[config.mk]
export PLATFORM = sky130hd
export DESIGN_NAME = ultrasound_measurement_scheduler
export DESIGN_NICKNAME = d
export VERILOG_FILES = /design/src/rtl/ultrasound_measurement_scheduler.sv
export SDC_FILE = /design/constraint.sdc
export NUM_CORES = 1
export LEC_CHECK = 0
export CORE_MARGIN = 2
export CORE_UTILIZATION = 58
export CTS_CLUSTER_DIAMETER = 50
export DETAILED_ROUTE_END_ITERATION = 8
export GPL_ROUTABILITY_DRIVEN = 0
export PLACE_DENSITY = 0.79
export SYNTH_ARGS = -nofsm -noshare
export SYNTH_HDL_FRONTEND = slang
export SYNTH_SLANG_ARGS = --single-unit
[constraint.sdc]
create_clock -name clock -period 10.1 [get_ports clock]
set_clock_uncertainty 0.15 [all_clocks]
set_input_delay 1.01 -clock clock [delete_from_list [all_inputs] [get_ports clock]]
set_output_delay 1.01 -clock clock [all_outputs]
set_load 0.01 [all_outputs]
[src/rtl/ultrasound_measurement_scheduler.sv]
// Sequences the ultrasound location calculator: periodic/on-demand shots, timeout recovery,
// 3-tap median filtering of distances and a valid/ack publish of {angle, distance}.
module ultrasound_measurement_scheduler #(
  parameter int PERIOD_CYCLES  = 2700000,
  parameter int TIMEOUT_CYCLES = 30000000,
  parameter int RECOVER_CYCLES = 16
) (
  input  logic        clock,
  input  logic        reset_n,
  input  logic        enable,
  input  logic        request,
  input  logic        calc_done,
  input  logic [11:0] calc_location,
  output logic        calculate,
  output logic        calc_reset,
  output logic [11:0] location,
  output logic        location_valid,
  input  logic        location_ack,
  output logic        overrun,
  output logic [7:0]  fault_count,
  output logic        busy,
  output logic [2:0]  state
);

  localparam int PW = $clog2(PERIOD_CYCLES + 1);
  localparam int TW = $clog2(TIMEOUT_CYCLES + 1);
  localparam int RW = $clog2(RECOVER_CYCLES + 1);
  localparam logic [PW-1:0] PERIOD_LAST  = PW'(PERIOD_CYCLES - 1);
  localparam logic [TW-1:0] TIMEOUT_LAST = TW'(TIMEOUT_CYCLES - 1);
  localparam logic [RW-1:0] RECOVER_LAST = RW'(RECOVER_CYCLES - 1);

  typedef enum logic [2:0] {
    S_IDLE        = 3'd0,
    S_WAIT_PERIOD = 3'd1,
    S_FIRE        = 3'd2,
    S_WAIT_DONE   = 3'd3,
    S_RECOVER     = 3'd4,
    S_FILTER      = 3'd5,
    S_PUBLISH     = 3'd6
  } state_t;

  state_t          cur_st, nxt_st, after_st;
  logic [PW-1:0]   period_tmr;
  logic [TW-1:0]   timeout_tmr;
  logic [RW-1:0]   recover_tmr;
  logic            pend;
  logic [11:0]     cap_loc;
  logic [7:0]      hist0, hist1, hist2;
  logic [1:0]      hist_cnt;
  logic [3:0]      angle_q;
  logic [7:0]      filt;
  logic            cap_zero;

  function automatic logic [7:0] min8(input logic [7:0] a, input logic [7:0] b);
    return (a < b) ? a : b;
  endfunction

  function automatic logic [7:0] max8(input logic [7:0] a, input logic [7:0] b);
    return (a > b) ? a : b;
  endfunction

  function automatic logic [7:0] median3(input logic [7:0] a, input logic [7:0] b,
                                         input logic [7:0] c);
    return max8(min8(a, b), min8(max8(a, b), c));
  endfunction

  assign cap_zero = (cap_loc[7:0] == 8'd0);

  // Filter output; history holds at least one entry whenever PUBLISH is reached
  always_comb begin
    filt = hist0;
    case (hist_cnt)
      2'd2:    filt = min8(hist0, hist1);
      2'd3:    filt = median3(hist0, hist1, hist2);
      default: filt = hist0;
    endcase
  end

  // Where a measurement goes once it has finished (published, dropped or recovered)
  always_comb begin
    if (pend || request) after_st = S_FIRE;
    else if (enable)     after_st = S_WAIT_PERIOD;
    else                 after_st = S_IDLE;
  end

  always_comb begin
    nxt_st = cur_st;
    case (cur_st)
      S_IDLE:        if (request || enable) nxt_st = S_FIRE;
      S_WAIT_PERIOD: begin
        if (!enable)                        nxt_st = S_IDLE;
        else if (request)                   nxt_st = S_FIRE;
        else if (period_tmr == PERIOD_LAST) nxt_st = S_FIRE;
      end
      S_FIRE:        nxt_st = S_WAIT_DONE;
      S_WAIT_DONE: begin
        if (calc_done)                        nxt_st = S_FILTER;
        else if (timeout_tmr == TIMEOUT_LAST) nxt_st = S_RECOVER;
      end
      S_RECOVER:     if (recover_tmr == RECOVER_LAST) nxt_st = after_st;
      S_FILTER:      nxt_st = cap_zero ? after_st : S_PUBLISH;
      S_PUBLISH:     nxt_st = after_st;
      default:       nxt_st = S_IDLE;
    endcase
  end

  assign calculate  = (cur_st == S_FIRE);
  assign calc_reset = (cur_st == S_RECOVER);
  assign busy       = (cur_st != S_IDLE) && (cur_st != S_WAIT_PERIOD);
  assign state      = cur_st;

  // Control: state, timers, history occupancy and the published output
  always_ff @(posedge clock) begin
    if (!reset_n) begin
      cur_st         <= S_IDLE;
      pend           <= 1'b0;
      period_tmr     <= '0;
      timeout_tmr    <= '0;
      recover_tmr    <= '0;
      hist_cnt       <= 2'd0;
      location       <= 12'd0;
      location_valid <= 1'b0;
      overrun        <= 1'b0;
      fault_count    <= 8'd0;
    end else begin
      cur_st <= nxt_st;

      if (nxt_st == S_FIRE)                  pend <= 1'b0;
      else if (request && cur_st != S_IDLE)  pend <= 1'b1;

      // Cleared on the way into FIRE so the shot-to-shot spacing is exactly one period
      if (nxt_st == S_FIRE)              period_tmr <= '0;
      else if (period_tmr != PERIOD_LAST) period_tmr <= period_tmr + 1'b1;

      if (cur_st == S_WAIT_DONE) timeout_tmr <= timeout_tmr + 1'b1;
      else                       timeout_tmr <= '0;

      if (cur_st == S_RECOVER) recover_tmr <= recover_tmr + 1'b1;
      else                     recover_tmr <= '0;

      if (cur_st == S_WAIT_DONE && !calc_done && timeout_tmr == TIMEOUT_LAST &&
          fault_count != 8'hFF)
        fault_count <= fault_count + 8'd1;

      if (cur_st == S_FILTER && !cap_zero && hist_cnt != 2'd3)
        hist_cnt <= hist_cnt + 2'd1;

      if (cur_st == S_PUBLISH) begin
        location       <= {angle_q, filt};
        location_valid <= 1'b1;
        if (location_valid && !location_ack) overrun <= 1'b1;
      end else if (location_valid && location_ack) begin
        location_valid <= 1'b0;
        overrun        <= 1'b0;
      end
    end
  end

  // Data capture: calculator result, then distance history shift and angle latch
  always_ff @(posedge clock) begin
    if (cur_st == S_WAIT_DONE && calc_done) cap_loc <= calc_location;
    if (cur_st == S_FILTER && !cap_zero) begin
      hist2   <= hist1;
      hist1   <= hist0;
      hist0   <= cap_loc[7:0];
      angle_q <= cap_loc[11:8];
    end
  end

endmodule

==> impl_metrics.csv, run 1 <==
group,metric,value,unit
run_status,outcome,"completed",
floorplanning,core_area,9819,µm²
clock_network,cts-root-to-sink-buffers,2,
pwr,power_leakage,2.529,nW
critical_path,endpoint_kind_of_the_worst_setup_timing_path,"flip-flop",
routing,detail_route.iter0.violations,244,
logic_synthesis,synth_commonest_cells,"nor2_1, dfxtp_1, edfxtp_1, nand2_1",
timing,grt_setup_unrepaired,"false",
clock_network,cts.repair_timing.setup_buffer_count,0,
logic_synthesis,synth_cell_types,56,
critical_path,worst_r2r_endpoint,"location[6]",
logic_synthesis,synth-edff-count,40,
routing,ant_nets,0,
timing,final_period_minus_worst_setup_slack,6.246,ns
logic_synthesis,yosysSeqAreaShare,47.54,%
floorplanning,num_io_pins,46,
logic_synthesis,synth.top_cell.area_share,27.16,%
pwr,total_power,1.150,mW
timing,worst_slew_margin_relative_to_its_limit,34.09,%
placed_design,hpwl,9327,µm
logic_synthesis,number_of_warnings_issued_by_yosys,0,
job,max_cap_viol_count,0,
critical_path,worst-endpoint-arrival,6.51,ns
floorplanning,fp.dieArea,10990,µm²
logic_synthesis,synthDominantAreaCellType,"dfxtp_1",
logic_synthesis,ranking_of_synthesized_cells_by_area,"dfxtp_1, edfxtp_1, ha_1, nor2_1, xor2_1",
hold_path,worst_hold_path.num_cells,0,
timing,layout_worst_path_cycle_share,61.84,%
layout,drive_gt1_share,9.459,%
timing,final-max-slew-violation-count,0,
global_routing,grt_start_max_net_pins,31,
floorplanning,placementRows,36,
clock_network,cts_resized,0,
routing,route.detailed.drc,0,
timing,timing.hold.ws,0.2807,ns
logic_synthesis,syn_area_per_cell,9.777,µm²
logic_synthesis,ys_async_sr_fraction,0,%
critical_path,rrSetupSlack,3.85,ns
clock_network,cts_hold_buf,0,
layout,regArea,2803,µm²
layout,postLayoutCoreUtil,71.87,%
global_routing,antenna_violations_before_repair,0,
logic_synthesis,yosys.cell_count.top_type,"nor2_1",
hold_path,min_from,"cap_loc[11]",
layout,antenna_diodes,0,
critical_path,ff2ff_path_depth,20,
pwr,power_per_cell_area,162.9,nW/µm²
routing,wl,13530,µm
critical_path,worstPathRequired,10.36,ns
clock_network,clk_pin_slew,0.06,ns
logic_synthesis,post_synth_inst_count,603,
floorplanning,die_x,104.8,µm
critical_path,worst-setup-path-type,"flip-flop to flip-flop",
timing,report.final.setup_viol,0,
clock_network,cts_num_sinks,120,
layout,fillers,755,
logic_synthesis,synth_top_flop_cell,"dfxtp_1",
clock_network,numCtsBuffers,17,
floorplanning,die_h,104.8,µm
hold_path,worst_hold_path_ep,"angle_q[3]",
timing,worstMarginPinSlew,0.9833,ns
timing,timing.fmax,160.1,MHz
timing,finalHoldViolCount,0,
placed_design,placement.io_buffers,45,
global_routing,globalRoute.totalOverflow,0,
layout,num-nets-final,701,
critical_path,critPathMaxFanout,7,
logic_synthesis,synth.cell_area,5896,µm²
clock_network,cts_root_buffer_type,"clkbuf_8",
hold_path,min-delay-path-class,"flip-flop to flip-flop",
logic_synthesis,synth_fp_nets,651,
routing,wl_per_cell,16.93,µm
critical_path,critical_path.startpoint_type,"flip-flop",
global_routing,grt_use_total,26.03,%
global_routing,grt_pass1_vias,4832,
global_routing,global_route_wire_length_before_repair,22670,µm
clock_network,tritoncts,"done",
clock_network,cts-htree-levels,4,
logic_synthesis,yosys_reg_bits,120,
layout,areaGrowthSynthToFinish,19.69,%
routing,drt-pass1-iter-count,5,
pwr,ir_drop,130.1,µV
floorplanning,initial_core_util,60.04,%
routing,vias_per_cell,5.911,
critical_path,r2r-start,"hist0[5]",
routing,routed-via-count,4723,
timing,setup_total_negative_slack,0,ns
clock_network,worst_skew_pair.late_latency,0.53,ns
layout,multi_input_logic_area,2912,µm²
==> stage by stage <==
step           worst slack [ns]  cells  area [µm²]
2_1_floorplan             4.969    603        5896
3_3_place_gp              4.338    767        6466
3_5_place_dp              4.070    767        6466
4_1_cts                   3.988    799        7057
5_1_grt                   3.549    799        7057
6_report                  3.854    799        7057
==> worst max-delay path by stage <==
stage,slack (ns),from,endpoint,cells past startpoint
2_1_floorplan,4.97,hist0[5],location[7],20
3_3_place_gp,4.34,hist0[5],location[5],20
3_5_place_dp,4.07,hist0[5],location[5],20
4_1_cts,3.99,hist0[5],location[6],20
5_1_grt,3.55,hist0[5],location[3],20
6_report,3.85,hist0[5],location[6],20
==> layer usage <==
| layer | track usage (%) | vias to the layer above | wire length (µm) | share of wire, % |
|---|---|---|---|---|
| met5 | 0 | - | 0 | 0 |
| met4 | 12.48 | 0 | 382 | 2.8 |
| met3 | 6.925 | 33 | 708 | 5.2 |
| met2 | 46.01 | 134 | 6970 | 52 |
| met1 | 28.94 | 2286 | 5463 | 40 |
| li1 | - | 2270 | - | - |
==> area by class of cell <==
class / instances / area share (%)
multi-input cells: 436 / 41.26
flip-flops and latches: 120 / 39.72
clock buffers: 22 / 6.738
repair buffers: 48 / 6.702
well taps: 133 / 2.358
clock inverters: 10 / 1.631
inverters: 30 / 1.596
==> cell families after synthesis <==
kind of cell	Yosys count	share of synthesized area (%)
muxes	23	4.202
DFF	120	47.54
adders and majority gates	30	6.367
AOI/OAI and AO/OA	93	10.72
buffers and inverters	47	3.459
xor gates and xnor gates	48	7.131
and+or+nand+nor	242	20.59
==> report_power, final <==
part	leakage, nW	internal (mW)	switching, mW
Combinational	1.24	0.0200	0.0222
Sequential	1.01	0.501	0.00614
Clock	0.282	0.381	0.220
==> layout by cell type (no fill, tap or decap), types with 3 or more instances in the layout <==
master / n
and3_1: 17
o21ai_0: 17
nand2b_1: 5
a21o_1: 4
clkinvlp_4: 3
nand3_1: 24
xnor2_1: 21
inv_1: 30
or3_1: 14
nor2b_1: 5
nor3_1: 12
mux2i_1: 9
a221oi_1: 7
clkbuf_16: 18
nand2_1: 39
edfxtp_1: 40
or2_2: 3
dfxtp_1: 80
o31ai_1: 7
o211ai_1: 6
xor2_1: 27
ha_1: 30
nor2_2: 4
clkbuf_1: 3
nand4_1: 15
a21oi_1: 29
clkdlybuf4s50_1: 45
mux2_2: 14
a211oi_1: 7
buf_4: 3
nor2_1: 83
clkinv_2: 3
nor4_1: 5
==> registers in the layout, summed over array words and instances, names as in the netlist, 3 cells and up <==
name,flops
period_tmr,22
state,3
angle_q,4
location,12
fault_count,8
hist1,8
recover_tmr,5
timeout_tmr,25
cap_loc,12
hist0,8
hist2,8
==> worst max-delay path, stage by stage, from the launching register on <==
cell      delay (ns)
edfxtp_1        0.47
ha_1            0.36
a211oi_1        0.31
o21ai_0         0.29
o21ai_1         0.64
mux2_2          0.43
ha_1            0.30
a21o_1          0.16
a21oi_1         0.27
nand2_1         0.10
nor3_1          0.23
a21oi_2         0.22
mux2i_1         0.30
ha_1            0.29
and3_1          0.21
nand4_1         0.15
o211ai_1        0.13
o211ai_1        0.58
a21oi_1         0.07
or3_1           0.39
o31ai_1         0.09
Note: power is estimated with default switching activity, not from simulation.
==> run 2, diff against run 1 <==
- clock period: 10.1 -> 6.53 ns (I/O delays scaled with it)
==> impl_metrics.csv, run 2 (synthesized netlist as in run 1, its figures left out) <==
group,metric,value,unit
layout,drive_gt1_share,9.595,%
floorplanning,fp.dieArea,10990,µm²
layout,largest_registers,"timeout_tmr x25, period_tmr x22",
critical_path,r2r-start,"hist0[5]",
global_routing,globalRoute.totalOverflow,0,
floorplanning,initial_core_util,60.04,%
hold_path,worst_hold_path_ep,"angle_q[0]",
floorplanning,core_area,9819,µm²
pwr,power_per_cell_area,242.0,nW/µm²
timing,worstMarginPinSlew,0.9739,ns
global_routing,grt_use_total,24.96,%
pwr,seqPwrFrac,46.2,%
pwr,swShare,22.39,%
clock_network,clk_pin_slew,0.06,ns
timing,worst_slew_margin_relative_to_its_limit,34.72,%
pwr,switchingPower,380.1,µW
clock_network,cts-root-to-sink-buffers,2,
clock_network,numCtsBuffers,17,
routing,ant_nets,0,
layout,fillers,729,
floorplanning,die_h,104.8,µm
timing,final-max-slew-violation-count,0,
clock_network,cts-htree-levels,4,
critical_path,critPathMaxFanout,7,
layout,num-nets-final,702,
floorplanning,die_x,104.8,µm
timing,finalHoldViolCount,0,
job,max_cap_viol_count,0,
run_status,outcome,"completed",
layout,areaGrowthSynthToFinish,19.02,%
hold_path,min_from,"cap_loc[8]",
placed_design,placement.io_buffers,45,
pwr,comb_power_share,3.8,%
routing,route.detailed.drc,0,
timing,grt_setup_unrepaired,"false",
routing,wl,13030,µm
hold_path,worst_hold_path.num_cells,0,
routing,routed-via-count,4710,
pwr,ir_drop,185.8,µV
placed_design,hpwl,9066,µm
pwr,total_power,1.698,mW
placed_design,placed_cells,768,
clock_network,cts_hold_buf,0,
critical_path,endpoint_kind_of_the_worst_setup_timing_path,"flip-flop",
layout,regArea,2803,µm²
pwr,power_report.internal_total,1.318,mW
timing,timing.fmax,165.7,MHz
critical_path,ff2ff_path_depth,20,
global_routing,global_route_wire_length_before_repair,21970,µm
clock_network,cts_root_buffer_type,"clkbuf_8",
clock_network,worst_skew_pair.late_latency,0.53,ns
clock_network,cts.repair_timing.setup_buffer_count,0,
layout,regMostFlops,"timeout_tmr",
critical_path,worstPathRequired,6.79,ns
layout,max_reg_flops,25,
floorplanning,num_io_pins,46,
clock_network,tritoncts,"done",
critical_path,rrSetupSlack,0.50,ns
global_routing,grt_start_max_net_pins,31,
critical_path,worst-endpoint-arrival,6.30,ns
layout,multi_input_logic_area,2915,µm²
global_routing,grt_pass1_vias,4752,
clock_network,cts_num_sinks,120,
hold_path,min-delay-path-class,"flip-flop to flip-flop",
layout,antenna_diodes,0,
critical_path,worst-setup-path-type,"flip-flop to flip-flop",
routing,wl_per_cell,16.28,µm
pwr,power_leakage,2.504,nW
routing,drt-pass1-iter-count,5,
timing,layout_worst_path_cycle_share,92.41,%
layout,post_layout_nonfiller_instances,800,
pwr,share_clk_of_total_power,50.0,%
clock_network,cts_resized,0,
floorplanning,placementRows,36,
timing,report.final.setup_viol,0,
timing,setup_total_negative_slack,0,ns
routing,detail_route.iter0.violations,227,
timing,final_period_minus_worst_setup_slack,6.035,ns
layout,final_common_cell,"nor2_1",
global_routing,antenna_violations_before_repair,0,
layout,commonest_cells_after_routing_fill_and_taps_aside,"nor2_1, dfxtp_1, clkdlybuf4s50_1, edfxtp_1, nand2_1",
routing,vias_per_cell,5.888,
critical_path,worst_r2r_endpoint,"location[2]",
critical_path,critical_path.startpoint_type,"flip-flop",
run 2: changes by cell type in the layout (fill, tap and decap cells not counted), sizes merged:
cell / delta
clkinv: +3
buf: +1
clkbuf: -2
clkinvlp: +1
inv: -1
bufinv: -1
run 2: critical path, stage by stage (launching register included):
cell and delay [ns]:
edfxtp_1 0.45, ha_1 0.34, a211oi_1 0.29, o21ai_0 0.31, o21ai_2 0.46, mux2_2 0.41
ha_1 0.29, a21o_1 0.16, a21oi_1 0.29, nand2_1 0.09, nor3_1 0.25, a21oi_2 0.23
mux2i_1 0.32, ha_1 0.28, and3_1 0.19, nand4_1 0.13, o211ai_1 0.12, o211ai_1 0.59
a21oi_1 0.09, or3_1 0.39, o31ai_1 0.09
run 2: power by group through the flow:
stage                     sequential [mW]  clock, mW  combinational, mW
after floorplan                     0.796          0             0.0413
after global placement              0.800          0             0.0625
final                               0.785      0.849             0.0641
after CTS                           0.784      0.862             0.0645
after global routing                0.785      0.897             0.0704
after detailed placement            0.800          0             0.0641
run 2: area by class of cell:
class	instances	share of cell area [%]
Inverter	30	1.605
Clock inverter	12	1.480
Sequential cell	120	39.94
Multi-Input combinational cell	436	41.55
Clock buffer	20	6.205
Timing Repair Buffer	49	6.847
Tap cell	133	2.372
run 2: how the worst max path moves through the flow:
| stage | from | end | slack, ns |
|---|---|---|---|
| global route | hist0[5] | location[2] | 0.12 |
| floorplan | hist0[5] | location[7] | 1.40 |
| finish | hist0[5] | location[2] | 0.50 |
| CTS | hist0[5] | location[2] | 0.44 |
| detailed placement | hist0[5] | location[4] | 0.49 |
| global placement | hist0[5] | location[5] | 0.78 |
run 2: routing by layer:
metal | track usage (%) | routed length [µm] | vias up
li1 | - | - | 2278
met1 | 28.19 | 5312 | 2252
met2 | 43.00 | 6610 | 142
met3 | 7.486 | 719 | 38
met4 | 11.90 | 384 | 0
met5 | 0 | 0 | -
run 2: per-stage QoR:
stage               hold WS, ns  utilization, %  worst slack (ns)  area, µm²
floorplan                0.2503               -             1.399       5896
global placement         0.2546           65.93            0.7812       6474
detailed placement       0.2545           65.93            0.4885       6474
CTS                      0.2680           71.42            0.4419       7013
global route             0.2808           71.46            0.1175       7017
finish                   0.2671           71.46            0.4955       7017
